===== config.mk =====
export PLATFORM = sky130hd
export DESIGN_NAME = mem_bus_ctrl
export DESIGN_NICKNAME = d
export VERILOG_FILES = /design/src/rtl/mem_bus_ctrl.sv
export SDC_FILE = /design/constraint.sdc
export NUM_CORES = 1
export LEC_CHECK = 0
export BUFFER_PORTS_ARGS = -buffer_cell sky130_fd_sc_hd__buf_2
export CAP_MARGIN = 20
export CORE_AREA = 2 2 136 138
export DETAILED_ROUTE_END_ITERATION = 8
export DIE_AREA = 0 0 138 140
export PLACE_DENSITY = 0.79
export SLEW_MARGIN = 20
export SYNTH_ARGS = -nofsm -noshare
export SYNTH_HDL_FRONTEND = slang
export SYNTH_SLANG_ARGS = --single-unit

===== constraint.sdc =====
create_clock -name clk -period 2.8 [get_ports clk]
set_clock_uncertainty 0.05 [all_clocks]
set_input_delay 0.28 -clock clk [delete_from_list [all_inputs] [get_ports clk]]
set_output_delay 0.28 -clock clk [all_outputs]
set_load 0.01 [all_outputs]

===== src/rtl/mem_bus_ctrl.sv =====
// mem_bus_ctrl: bridges the core's 32-bit byte-addressed request bus to a
// single-port synchronous word RAM, with programmable wait states and a
// one-entry read buffer.
//
// Ports:
//   clk, rst            - clock, synchronous active-high reset
//   cpu_addr/cpu_wdata  - byte address and store data from the core
//   cpu_read/cpu_write  - load strobe (advisory, reads are implicit) and store strobe
//   cpu_rdata/cpu_ready - read data and access-complete to the core
//   ram_en/ram_we/ram_addr/ram_wdata/ram_rdata - synchronous RAM port
//   bus_err             - sticky out-of-range flag
//   stat_reads/stat_writes/stat_stalls - activity counters
//
// Optional feature: define MEM_BUS_CTRL_STATS_EN to build the saturating
// activity counters; otherwise the stat ports are tied to zero.
module mem_bus_ctrl #(
  parameter int unsigned ADDR_W      = 12,
  parameter int unsigned WAIT_CYCLES = 0,
  parameter logic [31:0] ERR_DATA    = 32'hDEADBEEF
) (
  input  logic              clk,
  input  logic              rst,
  input  logic [31:0]       cpu_addr,
  input  logic [31:0]       cpu_wdata,
  input  logic              cpu_read,
  input  logic              cpu_write,
  output logic [31:0]       cpu_rdata,
  output logic              cpu_ready,
  output logic              ram_en,
  output logic              ram_we,
  output logic [ADDR_W-1:0] ram_addr,
  output logic [31:0]       ram_wdata,
  input  logic [31:0]       ram_rdata,
  output logic              bus_err,
  output logic [31:0]       stat_reads,
  output logic [31:0]       stat_writes,
  output logic [31:0]       stat_stalls
);

  typedef enum logic [1:0] {IDLE, READ, WRITE, WR_ACK} state_t;

  // Cycle index (from 0) of the final READ / WRITE cycle.
  localparam logic [4:0] RD_LAST = 5'(WAIT_CYCLES + 1);
  localparam logic [4:0] WR_LAST = 5'(WAIT_CYCLES);

  state_t      state_q, state_d;
  logic [4:0]  cnt_q, cnt_d;
  logic [31:0] addr_q, addr_d;
  logic [31:0] wdata_q, wdata_d;
  logic        oor_q, oor_d;
  logic [31:0] rd_tag_q, rd_tag_d;
  logic [31:0] rd_buf_q, rd_buf_d;
  logic        rd_valid_q, rd_valid_d;
  logic        bus_err_q, bus_err_d;

  logic        req_oor_s;
  logic        hit_s;
  logic        idle_hit_s;
  logic        unused_bits_s;

  assign req_oor_s     = |cpu_addr[31:ADDR_W+2];
  assign hit_s         = rd_valid_q && (cpu_addr[31:2] == rd_tag_q[31:2]);
  assign idle_hit_s    = (state_q == IDLE) && !cpu_write && hit_s;
  assign unused_bits_s = ^{cpu_read, rd_tag_q[1:0]};

  // Next-state and buffer update logic.
  always_comb begin
    state_d    = state_q;
    cnt_d      = cnt_q;
    addr_d     = addr_q;
    wdata_d    = wdata_q;
    oor_d      = oor_q;
    rd_tag_d   = rd_tag_q;
    rd_buf_d   = rd_buf_q;
    rd_valid_d = rd_valid_q;
    bus_err_d  = bus_err_q;
    case (state_q)
      IDLE: begin
        if (cpu_write) begin
          state_d = WRITE;
          cnt_d   = 5'd0;
          addr_d  = cpu_addr;
          wdata_d = cpu_wdata;
          oor_d   = req_oor_s;
        end else if (!hit_s) begin
          // Every non-write idle cycle is an implicit read.
          state_d = READ;
          cnt_d   = 5'd0;
          addr_d  = cpu_addr;
          oor_d   = req_oor_s;
        end else begin
          state_d = IDLE;
        end
      end
      READ: begin
        if (cnt_q == RD_LAST) begin
          state_d    = IDLE;
          rd_buf_d   = oor_q ? ERR_DATA : ram_rdata;
          rd_tag_d   = addr_q;
          rd_valid_d = 1'b1;
          bus_err_d  = bus_err_q | oor_q;
        end else begin
          cnt_d = cnt_q + 5'd1;
        end
      end
      WRITE: begin
        if (cnt_q == WR_LAST) begin
          state_d   = WR_ACK;
          bus_err_d = bus_err_q | oor_q;
        end else begin
          cnt_d = cnt_q + 5'd1;
        end
      end
      WR_ACK: begin
        state_d = IDLE;
        // Keep the read buffer coherent with a store to the buffered word.
        if (addr_q[31:2] == rd_tag_q[31:2]) begin
          rd_buf_d = wdata_q;
        end else begin
          rd_buf_d = rd_buf_q;
        end
      end
      default: begin
        state_d = IDLE;
      end
    endcase
  end

  // State and datapath registers.
  always_ff @(posedge clk) begin
    if (rst) begin
      state_q    <= IDLE;
      cnt_q      <= 5'd0;
      addr_q     <= 32'd0;
      wdata_q    <= 32'd0;
      oor_q      <= 1'b0;
      rd_tag_q   <= 32'd0;
      rd_buf_q   <= 32'd0;
      rd_valid_q <= 1'b0;
      bus_err_q  <= 1'b0;
    end else begin
      state_q    <= state_d;
      cnt_q      <= cnt_d;
      addr_q     <= addr_d;
      wdata_q    <= wdata_d;
      oor_q      <= oor_d;
      rd_tag_q   <= rd_tag_d;
      rd_buf_q   <= rd_buf_d;
      rd_valid_q <= rd_valid_d;
      bus_err_q  <= bus_err_d;
    end
  end

  // Core and RAM side outputs; RAM strobes only on the first access cycle.
  always_comb begin
    cpu_ready = idle_hit_s || (state_q == WR_ACK);
    cpu_rdata = idle_hit_s ? rd_buf_q : 32'd0;
    ram_en    = ((state_q == READ) || (state_q == WRITE)) && (cnt_q == 5'd0) && !oor_q;
    ram_we    = (state_q == WRITE) && (cnt_q == 5'd0) && !oor_q;
    ram_addr  = addr_q[ADDR_W+1:2];
    ram_wdata = wdata_q;
    bus_err   = bus_err_q;
  end

`ifdef MEM_BUS_CTRL_STATS_EN
  logic [31:0] stat_reads_q, stat_reads_d;
  logic [31:0] stat_writes_q, stat_writes_d;
  logic [31:0] stat_stalls_q, stat_stalls_d;
  logic        stall_s;

  function automatic logic [31:0] sat_inc(input logic [31:0] v);
    return (v == 32'hFFFFFFFF) ? v : v + 32'd1;
  endfunction

  // Counter next values; WR_ACK always has ready high so it never stalls.
  always_comb begin
    stall_s       = (state_q != WR_ACK) && !cpu_ready;
    stat_reads_d  = stat_reads_q;
    stat_writes_d = stat_writes_q;
    stat_stalls_d = stat_stalls_q;
    if ((state_q == IDLE) && (state_d == READ)) begin
      stat_reads_d = sat_inc(stat_reads_q);
    end else begin
      stat_reads_d = stat_reads_q;
    end
    if ((state_q == IDLE) && (state_d == WRITE)) begin
      stat_writes_d = sat_inc(stat_writes_q);
    end else begin
      stat_writes_d = stat_writes_q;
    end
    if (stall_s) begin
      stat_stalls_d = sat_inc(stat_stalls_q);
    end else begin
      stat_stalls_d = stat_stalls_q;
    end
  end

  // Counter registers.
  always_ff @(posedge clk) begin
    if (rst) begin
      stat_reads_q  <= 32'd0;
      stat_writes_q <= 32'd0;
      stat_stalls_q <= 32'd0;
    end else begin
      stat_reads_q  <= stat_reads_d;
      stat_writes_q <= stat_writes_d;
      stat_stalls_q <= stat_stalls_d;
    end
  end

  assign stat_reads  = stat_reads_q;
  assign stat_writes = stat_writes_q;
  assign stat_stalls = stat_stalls_q;
`else
  assign stat_reads  = 32'd0;
  assign stat_writes = 32'd0;
  assign stat_stalls = 32'd0;
`endif

endmodule


# After elaboration in Yosys (flattened, before gate mapping)
# Index checks and enable logic that the tools add are counted.
# op_classes
add_sub_neg	1
eq_ne	13
mux	22
bitwise	1
reduce_logical	24
# op_table
cell	count
two-way mux 32 bit	6
one-hot mux 32 bit (2 select lines)	1
equality test 30 bit	2
two-way mux 5 bit	4
OR reduction 18 bit	1
one-hot mux 5 bit (3 select lines)	1
!= test 2 bit (second input constant)	6
one-hot mux 2 bit (4 select lines)	1
AND reduction 2 bit	4
logical AND 1 bit	7
two-way mux 2 bit	3
AND reduction 3 bit	2
adder 5 x 1 -> 5 bit (second input constant)	1
equality test 5 x 1 -> 1 bit (second input constant)	1
zero test 5 bit	1
two-way mux 1 bit	5
equality test 2 bit (second input constant)	2
AND reduction 4 bit	1
nonzero test 2 bit	2
!= test 3 bit (second input constant)	1
nonzero test 3 bit	1
equality test 2 x 1 -> 1 bit (second input constant)	1
zero test 1 bit	2
zero test 2 bit	1
other kinds (3)	4
# word_totals
ff_bits	138
output_inout_bits	176
elab_cells	70

# Longest topological paths before layout
# depth
depth_word	5
ltp_mapped	8
mapped_depth_nobuf	6

# Worst setup path after synthesis
# No wires, ideal clock.
# synth_path
kind	register to output
from	register rd_tag_q[5]
to	output cpu_rdata[10]
arrival_ns	1.943
setup_slack_ns	0.527
stages_incl_launch_ff	8
path_buffers	2
path_cell_list	dfxtp_1 -> xnor2_1 -> nand4_1 -> or4_4 -> nor4b_2 -> buf_4 -> clkbuf_2 -> and2_1
# synth_via
elab_chain_cells	4
# synth_rtl
element	line_no	source
start: declaration	51	logic [31:0] rd_tag_q, rd_tag_d;
start signal: assignment	147	rd_tag_q <= rd_tag_d;
equality test 30 bit	62	assign hit_s = rd_valid_q && (cpu_addr[31:2] == rd_tag_q[31:2]);
logical AND 1 bit	62	
logical AND 1 bit	63	assign idle_hit_s = (state_q == IDLE) && !cpu_write && hit_s;
two-way mux 32 bit	157	cpu_rdata = idle_hit_s ? rd_buf_q : 32'd0;
end: declaration	27	output logic [31:0] cpu_rdata,
# No other way between the ends.

# Worst setup path in the final report
# layout_path
from	register rd_tag_q[31]
to	output cpu_rdata[15]
# Same word-level chain as after synthesis.

==> metrics.yaml <==
tightest_slew_ps: 987
yosysTopAreaCell: "dfxtp_1"
rsz0062_at_grt: "true"
timing.final.ws_setup_ps: -64.0
ys_seq_elements: 134
slowest_stage: "or4_4"
finalPower_w: 0.00696
setup_viol: 33
ant_nets: 0
fin_hold_ws_ps: 47.2
area_growth_pct: 21.2
drc: 0
crit_chain: "xnor2_1, nand4_1, or4_4, nor4b_4, buf_6, clkbuf_16, and2_1, buf_2"
critical_path_buf_inv_count: 3
slew_violations: 0
fp-row-count: 49
io_pins: 276
clk_path_buf_depth: 2
cts_sinks: 134
mostFrequentLayoutCells: "buf_2 (163), nand2_1 (139), dfxtp_1 (124)"
postCtsHoldBufs: 0
die_w_um: 138
fmax_mhz: 349
tritoncts: "done"
ys.warnings.count: 0
p_leak_nw: 3.83
yosysUniqueCellTypes: 45
ys.flop_type: "dfxtp_1"
period_needed_ps: 2860
drive_above_1_share: 0.265
peakVddDrop_mv: 0.476
period_share: 1.02
portBuffers: 176
maxCapViolations: 0
cts_root_buf: "clkbuf_16"
critPathLaunchType: "register"
clock_latency_ps: 420
cp_max_fo: 9
cpPeakStageDelay_ps: 540
syn-cell-area_mm2: 0.00705
antenna_found_initial: 3
violations: "setup timing"
die_h_um: 140
netlist_top_cells_area: "dfxtp_1 (38%), buf_4 (12%), nand2_1 (7.4%)"
avgRoutedWirePerCell_um: 16.2
die_area_mm2: 0.0193
initial_utilization: 0.396
yosysSeqAreaShare: 0.381
grt_pass1_wl_mm: 29.4
power_per_cell_area_mw_per_mm2: 814
gp_congestion: 0.829
endpoint_kind: "output port"
synth_edf_count: 0
synthCells: 844
crit_type: "register to output port"
critical_path.top_delay_family: "simple AND/OR/NAND/NOR gates"
routed_wl_mm: 20.0
cts_max_level: 4
outcome: "complete, but fails checks"
hold_viol: 0
core_mm2: 0.0178
relSlewSlack: 0.342
grt_max_degree: 62
diodes: 0
grt_overflow_total: 0
dr.pass1.iters: 5
cts_buffers: 17
grt_usage: 0.192
layout_commonest_cell: "buf_2"
fin_nets: 1099
required_ps: 2470
via_count: 6252
synthDominantCellAreaShare: 0.381
syn_avg_cell_area_um2: 8.35
synth-async-reset-ratio: 0
hold_class: "input port to register"
via_per_inst: 5.07
drt_iter0_markers: 485
crit_arrival_ps: 2530
grt_pass1_vias: 5424
path_clk_slew_ps: 60
hpwl_mm: 13.7
==> worst paths after layout <==
check        cells past startpoint           from            end  slack, ps
max                              8   rd_tag_q[31]  cpu_rdata[15]        -60
min                              3  cpu_wdata[15]  ram_wdata[15]         50
max reg2reg                      5   rd_tag_q[24]   rd_buf_q[23]        340
min reg2reg                      2  ram_wdata[18]  ram_wdata[18]        420
==> flip-flops by register name, indices dropped and copies added (netlist names) <==
name	count
rd_valid_q	1
rd_tag_q	30
ram_wdata	32
state_q	2
addr_q	30
cnt_q	5
oor_q	1
bus_err	1
rd_buf_q	32
==> where the power goes <==
| group | leakage [nW] | switching, W | total, W | internal (W) |
|---|---|---|---|---|
| clock network | 0.289 | 0.000881 | 0.00229 | 0.00141 |
| registers | 1.10 | 0.000273 | 0.00248 | 0.00221 |
| logic | 2.44 | 0.00133 | 0.00218 | 0.000851 |
| total | 3.83 | 0.00249 | 0.00696 | 0.00447 |
==> repair_timing <==
action                                 CTS  global route
pin swaps                                0            13
endpoints found under the hold margin    0             0
resized for setup                        7            37
buffers inserted                         0             6
setup endpoints to repair               33            33
gates cloned                             0             4
==> logic make-up after synthesis <==
| group | after synthesis | share of synthesized area |
|---|---|---|
| AOI/OAI and AO/OA | 173 | 0.159 |
| other | 1 | 0.000532 |
| DFF | 134 | 0.381 |
| and+or+nand+nor | 263 | 0.172 |
| adders and majority gates | 8 | 0.0142 |
| muxes | 30 | 0.0426 |
| buffers and inverters | 175 | 0.157 |
| xor gates and xnor gates | 60 | 0.0746 |
==> cell usage after synthesis (2+ instances only) <==
library cell / count
o21ai_0: 14
nand4_1: 15
o22ai_1: 22
clkinv_1: 2
a31oi_1: 9
ha_1: 8
nand3_1: 6
o32ai_1: 3
nor3_1: 3
buf_1: 5
clkbuf_2: 3
inv_1: 8
nand2_1: 139
a21oi_1: 65
buf_8: 3
o21a_1: 3
nor2_1: 38
o211ai_1: 22
xnor2_1: 15
or2_2: 2
o41ai_1: 23
and2_1: 35
o311ai_0: 2
xor2_1: 45
buf_4: 109
a2111oi_0: 3
mux2i_1: 30
o2111ai_1: 2
dfxtp_1: 134
or3_1: 4
clkbuf_1: 45
nor4_1: 14
==> cell type report <==
type / instances / area [um^2]
Multi-Input combinational cell: 630 / 3720
Clock buffer: 18 / 429
Timing Repair Buffer: 198 / 1190
Inverter: 10 / 37.5
Tap cell: 229 / 287
Fill cell: 1677 / 9240
Sequential cell: 134 / 2700
Clock inverter: 13 / 174
==> worst register-to-register path, cell delays in order, from the launching register on <==
cell and delay (ps):
dfxtp_1 410, xor2_1 130, nor4_1 380, nand4_1 260, o21a_2 570, o41ai_1 530
==> routing by layer <==
| layer | share of wire | vias up | track usage | routed length, um |
|---|---|---|---|---|
| met1 | 0.42 | 2928 | 0.242 | 8380 |
| met3 | 0.071 | 40 | 0.0609 | 1420 |
| met5 | 0.00085 | - | 0 | 17 |
| li1 | - | 2995 | - | - |
| met4 | 0.026 | 2 | 0.0661 | 511 |
| met2 | 0.48 | 287 | 0.313 | 9650 |
==> per-stage QoR <==
step,setup TNS (ps),instance area (um^2),utilization,cells,worst slack [ps]
3_3_place_gp,0,7630,0.429,1191,266
2_1_floorplan,0,7400,-,939,527
5_1_grt,-4880,8540,0.480,1232,-170
4_1_cts,-1360,8260,0.465,1222,-68.0
3_5_place_dp,0,7630,0.429,1191,260
6_report,-1360,8540,0.480,1232,-64.0
(Power assumes the default switching activity.)
